File: config.mk
export PLATFORM = sky130hd
export DESIGN_NAME = spi_responder_flat
export DESIGN_NICKNAME = d
export VERILOG_FILES = /design/src/rtl/spi_responder_if.sv /design/src/rtl/spi_responder.sv /design/src/flat_wrapper.sv
export SDC_FILE = /design/constraint.sdc
export NUM_CORES = 1
export LEC_CHECK = 0
export ABC_AREA = 1
export CAP_MARGIN = 10
export CORE_MARGIN = 3
export CORE_UTILIZATION = 45
export DETAILED_ROUTE_END_ITERATION = 10
export PLACE_DENSITY = 0.77
export SYNTH_ARGS = -nofsm -noshare
export SYNTH_HDL_FRONTEND = slang
export SYNTH_SLANG_ARGS = --single-unit
File: constraint.sdc
create_clock -name MasterCLK -period 1.5 [get_ports MasterCLK]
set_input_delay 0.15 -clock MasterCLK [delete_from_list [all_inputs] [get_ports MasterCLK]]
set_output_delay 0.15 -clock MasterCLK [all_outputs]
set_load 0.03 [all_outputs]
File: src/rtl/spi_responder_if.sv
// Bus bundle for spi_responder: SPI pins plus the byte-wide transmit/receive handshake.
// The responder uses the slave modport; the SPI master / host side uses the master modport.
interface spi_responder_if;
    logic       SPI_CLK;
    logic       SPI_CS;
    logic       SPI_MOSI;
    logic       SPI_MISO;
    logic       SPI_MISO_OE;
    logic [7:0] TxData;
    logic       TxValid;
    logic       TxReady;
    logic [7:0] RxData;
    logic       RxValid;
    logic       TxUnderrun;

    modport slave (
        input  SPI_CLK, SPI_CS, SPI_MOSI, TxData, TxValid,
        output SPI_MISO, SPI_MISO_OE, TxReady, RxData, RxValid, TxUnderrun
    );

    modport master (
        output SPI_CLK, SPI_CS, SPI_MOSI, TxData, TxValid,
        input  SPI_MISO, SPI_MISO_OE, TxReady, RxData, RxValid, TxUnderrun
    );
endinterface

File: src/rtl/spi_responder.sv
// SPI mode-0 responder oversampled by MasterCLK: synchronizes the SPI pins, shifts bytes in/out,
// and offers a one-entry transmit buffer with an underrun pulse when nothing is buffered.
module spi_responder #(
    parameter int         SYNC_STAGES = 2,
    parameter logic [7:0] IDLE_BYTE   = 8'hFF
) (
    input  logic MasterCLK,
    input  logic Reset_n,
    spi_responder_if.slave bus
);

    typedef enum logic [1:0] {IDLE, LOAD, SHIFT} state_t;

    logic [SYNC_STAGES-1:0] sclk_sync_q;
    logic [SYNC_STAGES-1:0] cs_sync_q;
    logic [SYNC_STAGES-1:0] mosi_sync_q;
    logic                   sclk_dly_q;
    logic                   cs_dly_q;

    state_t     state_q,    state_d;
    logic [2:0] cnt_q,      cnt_d;
    logic [7:0] rxshift_q,  rxshift_d;
    logic [7:0] txshift_q,  txshift_d;
    logic [7:0] rxdata_q,   rxdata_d;
    logic [7:0] txbuf_q,    txbuf_d;
    logic       txfull_q,   txfull_d;
    logic       rxvalid_q,  rxvalid_d;
    logic       underrun_q, underrun_d;
    logic       load;

    logic sclk, cs, mosi;
    logic sclk_rise, sclk_fall, cs_fall;

    assign sclk      = sclk_sync_q[SYNC_STAGES-1];
    assign cs        = cs_sync_q[SYNC_STAGES-1];
    assign mosi      = mosi_sync_q[SYNC_STAGES-1];
    assign sclk_rise = sclk & ~sclk_dly_q;
    assign sclk_fall = ~sclk & sclk_dly_q;
    assign cs_fall   = ~cs & cs_dly_q;

    always_ff @(posedge MasterCLK or negedge Reset_n) begin
        if (!Reset_n) begin
            sclk_sync_q <= '0;
            cs_sync_q   <= '1;
            mosi_sync_q <= '0;
            sclk_dly_q  <= 1'b0;
            cs_dly_q    <= 1'b1;
            state_q     <= IDLE;
            cnt_q       <= 3'd0;
            rxshift_q   <= 8'h00;
            txshift_q   <= 8'hFF;
            rxdata_q    <= 8'h00;
            txbuf_q     <= 8'h00;
            txfull_q    <= 1'b0;
            rxvalid_q   <= 1'b0;
            underrun_q  <= 1'b0;
        end else begin
            sclk_sync_q <= {sclk_sync_q[SYNC_STAGES-2:0], bus.SPI_CLK};
            cs_sync_q   <= {cs_sync_q[SYNC_STAGES-2:0], bus.SPI_CS};
            mosi_sync_q <= {mosi_sync_q[SYNC_STAGES-2:0], bus.SPI_MOSI};
            sclk_dly_q  <= sclk;
            cs_dly_q    <= cs;
            state_q     <= state_d;
            cnt_q       <= cnt_d;
            rxshift_q   <= rxshift_d;
            txshift_q   <= txshift_d;
            rxdata_q    <= rxdata_d;
            txbuf_q     <= txbuf_d;
            txfull_q    <= txfull_d;
            rxvalid_q   <= rxvalid_d;
            underrun_q  <= underrun_d;
        end
    end

    always_comb begin
        state_d    = state_q;
        cnt_d      = cnt_q;
        rxshift_d  = rxshift_q;
        txshift_d  = txshift_q;
        rxdata_d   = rxdata_q;
        txbuf_d    = txbuf_q;
        txfull_d   = txfull_q;
        rxvalid_d  = 1'b0;
        underrun_d = 1'b0;
        load       = 1'b0;

        // A write never bypasses into the shift register; a same-cycle load still sees the old flag.
        if (bus.TxValid && !txfull_q) begin
            txbuf_d  = bus.TxData;
            txfull_d = 1'b1;
        end

        if (cs) begin
            state_d   = IDLE;
            cnt_d     = 3'd0;
            txshift_d = 8'hFF;
        end else begin
            case (state_q)
                IDLE: begin
                    cnt_d     = 3'd0;
                    txshift_d = 8'hFF;
                    if (cs_fall) state_d = LOAD;
                end
                LOAD: begin
                    load    = 1'b1;
                    state_d = SHIFT;
                end
                SHIFT: begin
                    if (sclk_rise) begin
                        rxshift_d = {rxshift_q[6:0], mosi};
                        cnt_d     = cnt_q + 3'd1;
                        if (cnt_q == 3'd7) begin
                            rxdata_d  = {rxshift_q[6:0], mosi};
                            rxvalid_d = 1'b1;
                        end
                    end else if (sclk_fall) begin
                        if (cnt_q != 3'd0) txshift_d = {txshift_q[6:0], 1'b1};
                        else               load      = 1'b1;
                    end
                end
                default: state_d = IDLE;
            endcase
        end

        if (load) begin
            if (txfull_q) begin
                txshift_d = txbuf_q;
                txfull_d  = 1'b0;
            end else begin
                txshift_d  = IDLE_BYTE;
                underrun_d = 1'b1;
            end
        end
    end

    assign bus.SPI_MISO    = cs ? 1'b1 : txshift_q[7];
    assign bus.SPI_MISO_OE = ~cs;
    assign bus.TxReady     = ~txfull_q;
    assign bus.RxData      = rxdata_q;
    assign bus.RxValid     = rxvalid_q;
    assign bus.TxUnderrun  = underrun_q;

endmodule

File: src/flat_wrapper.sv
// flat-port wrapper written by rule: the top's interface ports become plain ports
module spi_responder_flat 
#(
    parameter int         SYNC_STAGES = 2,
    parameter logic [7:0] IDLE_BYTE   = 8'hFF
)
  (MasterCLK, Reset_n, bus_SPI_CLK, bus_SPI_CS, bus_SPI_MOSI, bus_TxData, bus_TxValid, bus_SPI_MISO, bus_SPI_MISO_OE, bus_TxReady, bus_RxData, bus_RxValid, bus_TxUnderrun);
  spi_responder_if bus_i ();
  input  logic MasterCLK;
  input  logic Reset_n;
  input wire logic [$bits(bus_i.SPI_CLK)-1:0] bus_SPI_CLK;
  input wire logic [$bits(bus_i.SPI_CS)-1:0] bus_SPI_CS;
  input wire logic [$bits(bus_i.SPI_MOSI)-1:0] bus_SPI_MOSI;
  input wire logic [$bits(bus_i.TxData)-1:0] bus_TxData;
  input wire logic [$bits(bus_i.TxValid)-1:0] bus_TxValid;
  output wire logic [$bits(bus_i.SPI_MISO)-1:0] bus_SPI_MISO;
  output wire logic [$bits(bus_i.SPI_MISO_OE)-1:0] bus_SPI_MISO_OE;
  output wire logic [$bits(bus_i.TxReady)-1:0] bus_TxReady;
  output wire logic [$bits(bus_i.RxData)-1:0] bus_RxData;
  output wire logic [$bits(bus_i.RxValid)-1:0] bus_RxValid;
  output wire logic [$bits(bus_i.TxUnderrun)-1:0] bus_TxUnderrun;
  assign bus_i.SPI_CLK = bus_SPI_CLK;
  assign bus_i.SPI_CS = bus_SPI_CS;
  assign bus_i.SPI_MOSI = bus_SPI_MOSI;
  assign bus_i.TxData = bus_TxData;
  assign bus_i.TxValid = bus_TxValid;
  assign bus_SPI_MISO = bus_i.SPI_MISO;
  assign bus_SPI_MISO_OE = bus_i.SPI_MISO_OE;
  assign bus_TxReady = bus_i.TxReady;
  assign bus_RxData = bus_i.RxData;
  assign bus_RxValid = bus_i.RxValid;
  assign bus_TxUnderrun = bus_i.TxUnderrun;
  spi_responder #(.SYNC_STAGES(SYNC_STAGES), .IDLE_BYTE(IDLE_BYTE)) u_core (.MasterCLK(MasterCLK), .Reset_n(Reset_n), .bus(bus_i));
endmodule
==> load_flow_metrics.sql, run 1 <==
INSERT INTO impl_metrics (metric_group, metric, value, unit) VALUES
('synth', 'avgSynthCellArea', '9.94', 'um^2'),
('sta', 'worst_clock_skew', '0.00579', 'ns'),
('job', 'max_cap_viol_count', '0', ''),
('synth', 'cells_after_synth', '205', ''),
('layout', 'antenna-diode-count', '0', ''),
('critical_path', 'arrival', '1.73', 'ns'),
('floorplanning', 'rows', '23', ''),
('sta', 'number_of_endpoints_with_negative_hold_slack_in_the_final_report', '0', ''),
('place', 'place_area', '2420', 'um^2'),
('global_routing', 'grt_most_used_layer', 'met1', ''),
('cts', 'cts.root.buffer_cell', 'sky130_fd_sc_hd__clkbuf_8', ''),
('layout', 'final_cell_area', '2650', 'um^2'),
('cts', 'clk_transition_reported_paths', '0.09', 'ns'),
('critical_path', 'endpoint_kind', 'register', ''),
('cts', 'cts_tree', 'yes', ''),
('sta', 'final.period_utilization', '99.6', '%'),
('layout', 'syn_to_final_growth', '30.1', '%'),
('synth', 'synthDistinctLibCells', '27', ''),
('route', 'avgRoutedWirePerCell', '12.4', 'um'),
('pwr', 'power-per-cell-area', '1350', 'nW/um^2'),
('pwr', 'power', '3.58', 'mW'),
('route', 'post_drt_via_cell_ratio', '4.97', ''),
('synth', 'sequential_to_total_area_share_from_yosys_stat', '58.4', '%'),
('sta', 'hold_ws', '0.246', 'ns'),
('place', 'placed_cells_incl_taps', '287', ''),
('synth', 'postSynthRegisterBits', '47', ''),
('critical_path', 'start_kind', 'register', ''),
('synth', 'synth.net_count', '226', ''),
('global_routing', 'grt_max_degree', '48', ''),
('global_routing', 'groute.layer.met2.usage', '21.5', '%'),
('route', 'drt_first_pass_iters', '4', ''),
('global_routing', 'met1_routing_resource_usage_after_global_routing', '23.2', '%'),
('route', 'detailedRoute.firstIterationViolations', '110', ''),
('sta', 'timing.slew.headroom', '71.8', '%'),
('sta', 'clock.fmax', '669', 'MHz'),
('layout', 'fillers', '319', ''),
('floorplanning', 'die_height', '73.3', 'um'),
('global_routing', 'gr-usage-all-layers', '15.3', '%'),
('sta', 'slew_limit_fails', '0', ''),
('layout', 'register_area', '1190', 'um^2'),
('floorplanning', 'floorplan.die_area', '5370', 'um^2'),
('floorplanning', 'ios', '27', ''),
('place', 'hpwl', '2630', 'um'),
('critical_path', 'critical_path_class', 'reg -> reg', ''),
('sta', 'setup-violations-final', '0', ''),
('global_routing', 'grt_remaining_overflow', '0', ''),
('critical_path', 'worstPathRequired', '1.74', 'ns'),
('layout', 'layoutNonFillerInstCount', '303', ''),
('synth', 'yosys_warnings', '0', ''),
('floorplanning', 'die-width', '73.3', 'um'),
('floorplanning', 'core', '4170', 'um^2'),
('global_routing', 'grt_use_met3', '3.01', '%'),
('sta', 'unrepaired_setup_endpoints_after_global_routing', 'true', ''),
('synth', 'mappedNetlistArea', '2040', 'um^2'),
('cts', 'cts_max_level', '2', ''),
('layout', 'drive_above_1_share', '30.0', '%'),
('pwr', 'total_leakage_power', '1.29', 'nW'),
('layout', 'final_core_util', '63.5', '%'),
('route', 'routed-via-count', '1505', ''),
('sta', 'finalWorstPathRequiredPeriod', '1.49', 'ns'),
('cts', 'cts_inserted_buffers', '5', ''),
('place', 'numPortBuffers', '26', ''),
('global_routing', 'grt_first_pass_wirelength', '6310', 'um'),
('layout', 'multi_input_area', '812', 'um^2'),
('cts', 'insertion_delay', '0.30', 'ns'),
('pwr', 'vdd.ir_drop.worst', '0.700', 'mV'),
('cts', 'cts_max_path_buffers', '2', ''),
('route', 'drtAntennaViolNets', '0', ''),
('layout', 'num-nets-final', '273', ''),
('critical_path', 'crit_fanout', '7', ''),
('place', 'gp_routability_congestion', '0.838', ''),
('outcome', 'outcome', 'finished clean', ''),
('global_routing', 'grt_antenna_before_repair', '0', ''),
('floorplanning', 'initial_core_util', '48.8', '%'),
('cts', 'clock_sink_count', '47', ''),
('hold_path', 'min-delay-path-class', 'in -> reg', ''),
('route', 'drc_errors', '0', ''),
('global_routing', 'vias_in_the_first_global_route', '1359', ''),
('route', 'routed_wl', '3760', 'um'),
('sta', 'timing_worst_slew_pin_value', '0.419', 'ns');
[Yosys cell counts]
master	n	area share, %
sky130_fd_sc_hd__nand2_1	39	7.2
sky130_fd_sc_hd__dfrtp_1	36	44
sky130_fd_sc_hd__nor2_1	29	5.3
sky130_fd_sc_hd__inv_1	19	3.5
sky130_fd_sc_hd__dfstp_2	11	14
sky130_fd_sc_hd__a21oi_1	10	2.5
sky130_fd_sc_hd__nand3_1	9	2.2
sky130_fd_sc_hd__mux2_2	8	4.4
sky130_fd_sc_hd__nand4_1	8	2.5
sky130_fd_sc_hd__o21ai_0	8	2.0
sky130_fd_sc_hd__ha_1	7	4.3
sky130_fd_sc_hd__inv_2	3	0.55
sky130_fd_sc_hd__nand2_2	2	0.61
sky130_fd_sc_hd__nand2_4	2	1.1
sky130_fd_sc_hd__o22ai_1	2	0.61
sky130_fd_sc_hd__buf_1	1	0.18
sky130_fd_sc_hd__buf_2	1	0.25
sky130_fd_sc_hd__buf_6	1	0.55
sky130_fd_sc_hd__clkbuf_1	1	0.18
sky130_fd_sc_hd__mux2_1	1	0.55
sky130_fd_sc_hd__mux2i_1	1	0.49
sky130_fd_sc_hd__nand3_4	1	0.86
sky130_fd_sc_hd__nor2_2	1	0.31
sky130_fd_sc_hd__nor2_4	1	0.55
sky130_fd_sc_hd__nor3_1	1	0.25
sky130_fd_sc_hd__o31ai_1	1	0.37
sky130_fd_sc_hd__or2_2	1	0.31
[per-layer routing]
metal / vias to the layer above / part of all wire (%)
li1: 761 / -
met1: 712 / 51
met2: 30 / 45
met3: 2 / 3.7
met4: 0 / 0.82
met5: - / 0
[layout by cell type (no fill, tap or decap), drive strengths merged]
cell type	count
a21oi	10
mux2	9
dlygate4sd3	1
inv	23
clkbuf	6
or2	1
nand3	11
clkinv	2
buf	17
nand4	8
nor3	1
o31ai	1
ha	7
mux2i	1
dlymetal6s2s	6
dfstp	11
nand2	44
clkdlybuf4s50	14
nor2	31
o22ai	2
dlygate4sd2	3
dfrtp	36
o21ai	8
[power breakdown]
group	total [mW]	internal (mW)	switching [mW]	leakage, nW
clock	0.761	0.334	0.427	0.0485
combinational	1.08	0.479	0.596	0.660
sequential	1.75	1.58	0.163	0.584
total	3.58	2.40	1.19	1.29
[worst max-delay path, stage by stage (launching register included)]
cell                      delay, ns
sky130_fd_sc_hd__dfrtp_1       0.40
sky130_fd_sc_hd__buf_4         0.13
sky130_fd_sc_hd__buf_4         0.13
sky130_fd_sc_hd__ha_1          0.20
sky130_fd_sc_hd__inv_1         0.09
sky130_fd_sc_hd__nand2_4       0.09
sky130_fd_sc_hd__nand2_2       0.11
sky130_fd_sc_hd__nand2_4       0.08
sky130_fd_sc_hd__inv_4         0.09
sky130_fd_sc_hd__nand2_1       0.05
sky130_fd_sc_hd__nand2_1       0.06
[metrics by stage]
stage | TNS (ns) | setup WS [ns]
2_1_floorplan | 0 | 0.0232
3_3_place_gp | 0 | 0.0329
3_5_place_dp | -0.228 | -0.0409
4_1_cts | 0 | 0.00559
5_1_grt | -0.752 | -0.0693
6_report | 0 | 0.00591
[flip-flops by register name, summed over array words and instances, names as in the netlist]
name and cells:
u_core.bus.RxData 8, u_core.txbuf_q 8, u_core.txshift_q 8, u_core.rxshift_q 7, u_core.cnt_q 3, u_core.cs_sync_q 2, u_core.mosi_sync_q 2, u_core.sclk_sync_q 2
u_core.state_q 2, u_core.bus.RxValid 1, u_core.bus.TxUnderrun 1, u_core.cs_dly_q 1, u_core.sclk_dly_q 1, u_core.txfull_q 1
[path summary, 6_finish.rpt]
kind	start	endpoint	slack, ns	cells after the start
setup / recovery	u_core.state_q[0]	u_core.txshift_q[1]	0.006	10
hold / removal	bus_SPI_CS	u_core.cs_sync_q[0]	0.25	1
setup reg to reg	u_core.state_q[0]	u_core.txshift_q[1]	0.006	10
hold reg to reg	u_core.sclk_sync_q[0]	u_core.sclk_sync_q[1]	0.35	0
max in group asynchronous	Reset_n	u_core.txshift_q[1]	0.87	3
min in group asynchronous	Reset_n	u_core.rxshift_q[5]	0.34	3
[cell families after synthesis]
| group | count (synthesis) | synth area share (%) |
|---|---|---|
| AOI/OAI and AO/OA | 21 | 5.41 |
| adders and majority gates | 7 | 4.30 |
| buffers and inverters | 26 | 5.22 |
| muxes | 10 | 5.47 |
| and+or+nand+nor | 94 | 21.2 |
| DFF | 47 | 58.4 |
[cell type report]
class | instances | share of cell area (%)
Sequential cell | 47 | 44.9
Multi-Input combinational cell | 134 | 30.6
Timing Repair Buffer | 42 | 15.4
Inverter | 22 | 3.21
Clock buffer | 5 | 2.60
Tap cell | 50 | 2.36
Clock inverter | 3 | 0.850
[what timing repair did]
item | in CTS | in global routing
pin swaps | 2 | 11
hold buffers | 1 | 0
endpoints found under the setup margin | 12 | 22
endpoints found under the hold margin | 36 | 0
buffers inserted | 0 | 5
cloned | 1 | 1
gates resized for setup | 11 | 25
Power figures use the tool's default switching activity.
==> run 2, diff against run 1 <==
CORE_UTILIZATION = 44   (was 45)
GPL_TIMING_DRIVEN = 1   (was unset)
PLACE_DENSITY = 0.76   (was 0.77)
==> run 2 against run 1 <==
  * The flow now finishes with violations (negative setup slack)
  * First-iteration DRC count is 31% lower
  * Sequential power about the same
  * Highest routed layer unchanged
  * Clock-buffer cell count unchanged
  * Worst setup slack lost 0.014 ns
==> load_flow_metrics.sql, run 2 (synthesis gave the netlist of run 1 again) <==
INSERT INTO impl_metrics (metric_group, metric, value, unit) VALUES
('global_routing', 'grt_remaining_overflow', '0', ''),
('critical_path', 'worstPathRequired', '1.73', 'ns'),
('sta', 'number_of_endpoints_with_negative_hold_slack_in_the_final_report', '0', ''),
('global_routing', 'groute.layer.met2.usage', '23.2', '%'),
('job', 'max_cap_viol_count', '0', ''),
('sta', 'clock.fmax', '663', 'MHz'),
('global_routing', 'gr-usage-all-layers', '14.9', '%'),
('layout', 'antenna-diode-count', '0', ''),
('cts', 'cts_inserted_buffers', '5', ''),
('route', 'routed-via-count', '1515', ''),
('global_routing', 'met1_routing_resource_usage_after_global_routing', '20.1', '%'),
('critical_path', 'start_kind', 'register', ''),
('global_routing', 'grt_use_met3', '3.51', '%'),
('route', 'routed_wl', '3850', 'um'),
('sta', 'unrepaired_setup_endpoints_after_global_routing', 'true', ''),
('pwr', 'vdd.ir_drop.worst', '0.843', 'mV'),
('cts', 'clock_sink_count', '47', ''),
('floorplanning', 'core', '4410', 'um^2'),
('pwr', 'power-per-cell-area', '1410', 'nW/um^2'),
('sta', 'setup-violations-final', '3', ''),
('sta', 'slew_limit_fails', '0', ''),
('outcome', 'outcome', 'finished with violations', ''),
('floorplanning', 'rows', '24', ''),
('sta', 'worst_clock_skew', '0.0106', 'ns'),
('route', 'drc_errors', '0', ''),
('floorplanning', 'die_height', '74.0', 'um'),
('floorplanning', 'initial_core_util', '46.1', '%'),
('sta', 'timing_worst_slew_pin_value', '0.448', 'ns'),
('cts', 'cts_max_level', '2', ''),
('sta', 'timing.slew.headroom', '69.9', '%'),
('route', 'drtAntennaViolNets', '0', ''),
('outcome', 'failed_checks', 'negative setup slack', ''),
('layout', 'final_common_cell', 'sky130_fd_sc_hd__dfrtp_1', ''),
('global_routing', 'grt_max_degree', '48', ''),
('cts', 'cts.root.buffer_cell', 'sky130_fd_sc_hd__clkbuf_8', ''),
('global_routing', 'grt_first_pass_wirelength', '6330', 'um'),
('route', 'drt_first_pass_iters', '4', ''),
('sta', 'hold_ws', '0.251', 'ns'),
('sta', 'final_setup_margin', '-0.00827', 'ns'),
('critical_path', 'arrival', '1.74', 'ns'),
('layout', 'layoutNonFillerInstCount', '303', ''),
('global_routing', 'vias_in_the_first_global_route', '1440', ''),
('floorplanning', 'die-width', '74.0', 'um'),
('pwr', 'power.clock.fraction', '24.2', '%'),
('sta', 'finalWorstPathRequiredPeriod', '1.51', 'ns'),
('layout', 'mostFrequentLayoutCells', 'sky130_fd_sc_hd__dfrtp_1, sky130_fd_sc_hd__nand2_1, sky130_fd_sc_hd__nor2_1', ''),
('critical_path', 'crit_fanout', '6', ''),
('route', 'avgRoutedWirePerCell', '12.7', 'um'),
('pwr', 'power', '3.77', 'mW'),
('cts', 'cts_max_path_buffers', '2', ''),
('floorplanning', 'floorplan.die_area', '5480', 'um^2'),
('pwr', 'total_leakage_power', '1.32', 'nW'),
('cts', 'cts_tree', 'yes', ''),
('place', 'numPortBuffers', '26', ''),
('layout', 'num-nets-final', '271', ''),
('layout', 'syn_to_final_growth', '31.8', '%'),
('pwr', 'fraction_of_power_spent_switching_nets', '31.7', '%'),
('floorplanning', 'ios', '27', ''),
('cts', 'clk_transition_reported_paths', '0.09', 'ns'),
('place', 'gp_routability_congestion', '0.867', ''),
('pwr', 'seqPwrFrac', '46.0', '%'),
('cts', 'insertion_delay', '0.29', 'ns'),
('sta', 'final.period_utilization', '101', '%'),
('pwr', 'power.switching', '1.20', 'mW'),
('pwr', 'comb_power_share', '29.8', '%'),
('global_routing', 'grt_most_used_layer', 'met2', ''),
('route', 'detailedRoute.firstIterationViolations', '76', ''),
('global_routing', 'grt_antenna_before_repair', '0', ''),
('sta', 'fin_setup_tns', '-0.0103', 'ns'),
('place', 'hpwl', '2620', 'um'),
('layout', 'drive_above_1_share', '31.1', '%'),
('hold_path', 'min-delay-path-class', 'in -> reg', ''),
('critical_path', 'endpoint_kind', 'register', ''),
('critical_path', 'critical_path_class', 'reg -> reg', ''),
('pwr', 'intPower', '2.58', 'mW'),
('route', 'post_drt_via_cell_ratio', '5.00', ''),
('place', 'placed_cells_incl_taps', '290', '');
[run 2: repair_timing]
item                       CTS  global route
hold buffers                 1             0
buffers inserted             0             2
setup endpoints to repair   12            19
pin swaps                    0            13
hold endpoints to repair    36             0
gates cloned                 0             2
resized for setup           10            35
[run 2: layout make-up]
cell class	count	area, um^2
clock buffers	5	68.8
well taps	52	65.1
multi-input cells	134	838
flip-flops and latches	47	1190
repair buffers	40	389
fillers	342	1730
clock inverters	3	46.3
inverters	22	85.1
[run 2: per-layer routing]
metal / part of all wire (%) / routed length (um)
met2: 48 / 1860
met1: 47 / 1810
met5: 0 / 0
met4: 1.7 / 64
met3: 3.1 / 119
[run 2: path summary, 6_finish.rpt]
kind | start | to | slack [ns] | cells after the start
max | u_core.state_q[0] | u_core.txshift_q[1] | -0.008 | 10
min | bus_SPI_CS | u_core.cs_sync_q[0] | 0.25 | 1
max reg2reg | u_core.state_q[0] | u_core.txshift_q[1] | -0.008 | 10
min reg2reg | u_core.sclk_sync_q[0] | u_core.sclk_sync_q[1] | 0.35 | 0
max in group asynchronous | Reset_n | u_core.cs_dly_q | 0.88 | 3
min in group asynchronous | Reset_n | u_core.txbuf_q[3] | 0.35 | 3
[run 2: critical path: stages, from the launching register on]
cell                      delay, ns
sky130_fd_sc_hd__dfrtp_1       0.40
sky130_fd_sc_hd__inv_2         0.10
sky130_fd_sc_hd__ha_4          0.20
sky130_fd_sc_hd__nand2_4       0.06
sky130_fd_sc_hd__nor2_4        0.12
sky130_fd_sc_hd__nand2_2       0.07
sky130_fd_sc_hd__nand2_4       0.12
sky130_fd_sc_hd__nand3_2       0.14
sky130_fd_sc_hd__nand2_1       0.09
sky130_fd_sc_hd__nand3_1       0.08
sky130_fd_sc_hd__nand2_1       0.07
[run 2: power by group through the flow]
stage | combinational, mW | clock, mW | sequential [mW]
after floorplan | 0.669 | 0 | 1.71
after global placement | 0.955 | 0 | 1.74
after detailed placement | 0.994 | 0 | 1.74
after CTS | 0.994 | 0.950 | 1.73
after global routing | 1.25 | 1.01 | 1.77
final | 1.12 | 0.914 | 1.74
[run 2: stage by stage]
| step | cell area, um^2 | util (%) | setup WS (ns) |
|---|---|---|---|
| 3_5_place_dp | 2430 | 55.1 | -0.0435 |
| 3_3_place_gp | 2430 | 55.1 | -0.0128 |
| 4_1_cts | 2570 | 58.1 | 0.00155 |
| 6_report | 2680 | 60.8 | -0.00827 |
| 2_1_floorplan | 2040 | - | 0.0232 |
| 5_1_grt | 2680 | 60.8 | -0.122 |
==> run 3, diff against run 2 <==
CTS_CLUSTER_DIAMETER = 50   (was unset)
==> results of run 3 <==
Final layout, timing and power as in run 2 (identical DEF).
